### src/rtl/rf_wb_arbiter.sv
// Round-robin arbiter merging ALU/LSU/CSR write-backs onto one registered register-file write port.
// Optional read bypass of the pending write is enabled with the RF_WB_BYPASS_EN macro.
module rf_wb_arbiter #(
    parameter int ADDR_WIDTH = 5,
    parameter int DATA_WIDTH = 32
) (
    input  logic                    clk,
    input  logic                    rst,
    input  logic [2:0]              req_valid,
    output logic [2:0]              req_ready,
    input  logic [3*ADDR_WIDTH-1:0] req_addr,
    input  logic [3*DATA_WIDTH-1:0] req_data,
    output logic                    rf_wen,
    output logic [ADDR_WIDTH-1:0]   rf_waddr,
    output logic [DATA_WIDTH-1:0]   rf_wdata,
    input  logic [ADDR_WIDTH-1:0]   raddr1,
    input  logic [ADDR_WIDTH-1:0]   raddr2,
    input  logic [DATA_WIDTH-1:0]   rdata1_in,
    input  logic [DATA_WIDTH-1:0]   rdata2_in,
    output logic [DATA_WIDTH-1:0]   rdata1,
    output logic [DATA_WIDTH-1:0]   rdata2,
    output logic                    busy
);

    // Handshake: a write transfers from requester i in any cycle where
    // req_valid[i] && req_ready[i]; the requester holds valid/addr/data
    // stable until then. req_ready is combinational and one-hot or zero.

    logic [1:0]            last_grant;
    logic [2:0]            grant;
    logic [1:0]            grant_idx;
    logic                  transfer;
    logic [ADDR_WIDTH-1:0] sel_addr;
    logic [DATA_WIDTH-1:0] sel_data;

    // Priority rotates to start just after the most recent winner.
    always_comb begin
        grant = 3'b000;
        case (last_grant)
            2'd0: begin
                if (req_valid[1])      grant = 3'b010;
                else if (req_valid[2]) grant = 3'b100;
                else if (req_valid[0]) grant = 3'b001;
            end
            2'd1: begin
                if (req_valid[2])      grant = 3'b100;
                else if (req_valid[0]) grant = 3'b001;
                else if (req_valid[1]) grant = 3'b010;
            end
            default: begin
                if (req_valid[0])      grant = 3'b001;
                else if (req_valid[1]) grant = 3'b010;
                else if (req_valid[2]) grant = 3'b100;
            end
        endcase
    end

    assign req_ready = rst ? 3'b000 : grant;
    assign transfer  = |req_ready;

    always_comb begin
        grant_idx = 2'd0;
        sel_addr  = req_addr[0 +: ADDR_WIDTH];
        sel_data  = req_data[0 +: DATA_WIDTH];
        if (grant[1]) begin
            grant_idx = 2'd1;
            sel_addr  = req_addr[ADDR_WIDTH +: ADDR_WIDTH];
            sel_data  = req_data[DATA_WIDTH +: DATA_WIDTH];
        end else if (grant[2]) begin
            grant_idx = 2'd2;
            sel_addr  = req_addr[2*ADDR_WIDTH +: ADDR_WIDTH];
            sel_data  = req_data[2*DATA_WIDTH +: DATA_WIDTH];
        end
    end

    always_ff @(posedge clk or posedge rst) begin
        if (rst) begin
            last_grant <= 2'd2;
        end else if (transfer) begin
            last_grant <= grant_idx;
        end
    end

    // Writes to x0 still complete the handshake but never raise rf_wen.
    always_ff @(posedge clk or posedge rst) begin
        if (rst) begin
            rf_wen   <= 1'b0;
            rf_waddr <= '0;
            rf_wdata <= '0;
        end else if (transfer) begin
            rf_wen   <= (sel_addr != '0);
            rf_waddr <= sel_addr;
            rf_wdata <= sel_data;
        end else begin
            rf_wen   <= 1'b0;
        end
    end

    assign busy = (|req_valid) | rf_wen;

`ifdef RF_WB_BYPASS_EN
    // Forward the write the register file has not committed yet.
    assign rdata1 = (rf_wen && (raddr1 == rf_waddr) && (raddr1 != '0)) ? rf_wdata : rdata1_in;
    assign rdata2 = (rf_wen && (raddr2 == rf_waddr) && (raddr2 != '0)) ? rf_wdata : rdata2_in;
`else
    logic unused_raddr;
    assign unused_raddr = ^{raddr1, raddr2};
    assign rdata1 = rdata1_in;
    assign rdata2 = rdata2_in;
`endif

endmodule

### config.mk
export PLATFORM = sky130hd
export DESIGN_NAME = rf_wb_arbiter
export DESIGN_NICKNAME = d
export VERILOG_FILES = /design/src/rtl/rf_wb_arbiter.sv
export SDC_FILE = /design/constraint.sdc
export NUM_CORES = 1
export LEC_CHECK = 0
export BUFFER_PORTS_ARGS = -buffer_cell sky130_fd_sc_hd__buf_2
export CORE_AREA = 10 10 106 108
export DETAILED_ROUTE_END_ITERATION = 10
export DIE_AREA = 0 0 116 118
export PLACE_DENSITY = 0.73
export REMOVE_ABC_BUFFERS = 1
export SLEW_MARGIN = 10
export SYNTH_ARGS = -nofsm -noshare
export SYNTH_HDL_FRONTEND = slang
export SYNTH_SLANG_ARGS = --single-unit
### constraint.sdc
create_clock -name clk -period 2.2 [get_ports clk]
set_input_delay 0.33 -clock clk [delete_from_list [all_inputs] [get_ports clk]]
set_output_delay 0.33 -clock clk [all_outputs]
set_load 0.01 [all_outputs]
==> run_results.csv <==
group,metric,value,unit
grt,grt_usage,0.157,
run_status,status,"finished clean",
worst_setup_path,reg2reg_from,"last_grant[1]$_DFFE_PP1P_",
floorplanning,die_x,116,um
power,p_leak,1.62,nW
timing,drv_slew,0,
timing,fin_crit,2.03,ns
worst_setup_path,crit_required,1.87,ns
timing,slew_headroom,0.562,
final_layout,fin_util,0.355,
timing,final-setup-viol-count,0,
final_layout,diodes,0,
floorplanning,die_h,118,um
logic_synthesis,synth.top_cell.area_share,0.339,
power,powerDensity,704,nW/um^2
worst_setup_path,reg2reg_to,"rf_wdata[3]$_DFFE_PP0P_",
logic_synthesis,yosys_warnings,0,
detailed_routing,viasPerCell,4.95,
final_layout,fillers,990,
detailed_routing,wire_per_inst,21.3,um
clocking,cts.htree.levels,2,
worst_setup_path,r2r_setup_slack,0.31,ns
grt,grt_first_pass_wirelength,16500,um
floorplanning,num_io_pins,296,
floorplanning,core_area,9110,um^2
clocking,clk_pin_slew,0.08,ns
clocking,clock_sink_count,40,
timing,fin_tns_setup,0,ns
clocking,root_buffer,"clkbuf_8",
timing,tightest_slew,0.657,ns
logic_synthesis,synth_area,2880,um^2
detailed_routing,via_count,2722,
grt,grt_max_degree,65,
logic_synthesis,syn_area_per_cell,8.04,um^2
logic_synthesis,synth-async-reset-ratio,1.00,
final_layout,layout-drive-gt1-share,0.419,
logic_synthesis,synth-edff-count,0,
logic_synthesis,ys_seq_elements,40,
worst_setup_path,crit_path_end_kind,"output pin",
placement,dp.cells,542,
logic_synthesis,synth_cell_types,35,
floorplanning,start_util,0.316,
hold_path,hp-class,"input port to asynchronous set/reset pin",
detailed_routing,wl,11700,um
worst_setup_path,crit_arrival,1.70,ns
logic_synthesis,synth_top_cell_by_area,"dfrtp_1",
worst_setup_path,startpoint_type,"register",
final_layout,final_cells,550,
logic_synthesis,yosysSeqAreaShare,0.348,
placement,port_buffers,157,
clocking,cts_resized,0,
worst_setup_path,cp_max_fo,9,
placement,place_area,3150,um^2
grt,grt_overflow,0,
floorplanning,num_rows,35,
timing,setup_slack,0.174,ns
final_layout,area_growth,12.3,%
worst_setup_path,reg2reg_depth,8,
floorplanning,die_area,13700,um^2
timing,rsz0062_at_grt,"false",
clocking,cts_buffers,5,
worst_setup_path,critPathKind,"register to output pin",
final_layout,nets,628,
placement,hpwl,9840,um
power,ir_drop,0.249,mV
clocking,cts_setup_buffers,0,
detailed_routing,drt_iter0_drc,102,
detailed_routing,drc,0,
timing,clock-skew-final,0.00460,ns
logic_synthesis,ys.flop_type,"dfrtp_1",
timing,hold_ws,0.226,ns
timing,period_share,0.921,
placement,dpl_worst_slack,0.259,ns
power,finalPower,2.28,mW
clocking,clockBufferDepth,2,
job,cap_violations,0,
timing,hold_viol_final,0,
clocking,cts_tree,"built",
placement,routabilityCongestion,0.863,
clocking,cts_hold_buf,0,
final_layout,fin_area,3230,um^2
logic_synthesis,syn_inst,358,
detailed_routing,final_antenna_net_count,0,
grt,antenna_found_initial,0,
clocking,insertion_delay,0.29,ns
detailed_routing,drtPass1Iterations,4,
timing,max_freq,0.494,GHz
grt,grt_pass1_vias,2837,
logic_synthesis,ys_top_cells_by_area,"dfrtp_1 (34%), buf_4 (18%), o22ai_1 (7.0%)",
-- how the worst max path moves through the flow --
stage	start	endpoint	slack, ns	depth (start not counted)
global route	last_grant[1]$_DFFE_PP1P_	req_ready[1]	0.10	5
detailed placement	req_valid[2]	rf_wdata[3]$_DFFE_PP0P_	0.26	7
global placement	req_valid[2]	rf_wen$_DFF_PP0_	0.34	6
finish	last_grant[1]$_DFFE_PP1P_	req_ready[1]	0.17	5
CTS	last_grant[1]$_DFFE_PP1P_	req_ready[1]	0.16	5
floorplan	last_grant[1]$_DFFE_PP1P_	req_ready[1]	-0.44	4
-- kinds of logic (layout without fill, tap and decap cells) --
group,after synthesis,count (layout),share of synthesized area
buf+inv,93,174,0.252
simple gates,96,96,0.143
flops,40,40,0.348
compound gates,129,129,0.256
-- layout by cell type, fill, tap and decap left out, types with 2 or more instances in the layout --
cell / Yosys / final
inv_1: 3 / 2
o21ai_2: 2 / 2
o21ai_1: 8 / 8
nand2_1: 40 / 40
clkbuf_8: 6 / 5
o21ai_0: 39 / 39
o22ai_1: 32 / 32
nand2b_1: 2 / 2
a211oi_2: 2 / 2
nor2_1: 41 / 41
buf_4: 69 / 5
clkinv_2: 0 / 2
nor2b_1: 5 / 5
dfrtp_1: 39 / 39
a21oi_1: 37 / 37
buf_2: 5 / 157
-- metal layers --
metal	GRT usage	up-vias	share of wire
li1	-	1319	-
met1	0.160	1182	0.35
met2	0.231	209	0.41
met3	0.125	12	0.20
met4	0.0634	0	0.041
met5	0.0235	-	0
-- Yosys cell counts (all sizes together), types with 2 or more instances --
| master | count |
|---|---|
| buf | 81 |
| nand2 | 41 |
| o22ai | 32 |
| nand2b | 2 |
| clkbuf | 9 |
| nor2 | 42 |
| nor2b | 6 |
| inv | 3 |
| a21oi | 37 |
| dfrtp | 39 |
| a211oi | 3 |
| o21ai | 49 |
| a21o | 2 |
-- power breakdown --
group | switching (mW) | internal [mW] | total, mW
Sequential | 0.0699 | 0.872 | 0.942
Combinational | 0.493 | 0.356 | 0.850
Clock | 0.263 | 0.221 | 0.484
-- worst max-delay path: stages (launching register included) --
cell	delay [ns]
dfstp_2	0.56
buf_4	0.17
nor2_4	0.06
o21a_2	0.30
and2_4	0.19
buf_2	0.13
-- flip-flops by register name, indices dropped and copies added (netlist names) --
| name | flops |
|---|---|
| last_grant | 2 |
| rf_wen | 1 |
| rf_wdata | 32 |
| rf_waddr | 5 |
-- final cells by class --
type	instances	area, um^2	share of cell area
inverters	3	11.3	0.00348
clock inverters	3	18.8	0.00580
flip-flops and latches	40	1000	0.310
multi-input cells	225	1150	0.356
repair buffers	163	843	0.261
clock buffers	5	68.8	0.0213
well taps	111	139	0.0429
(Power assumes the default switching activity.)
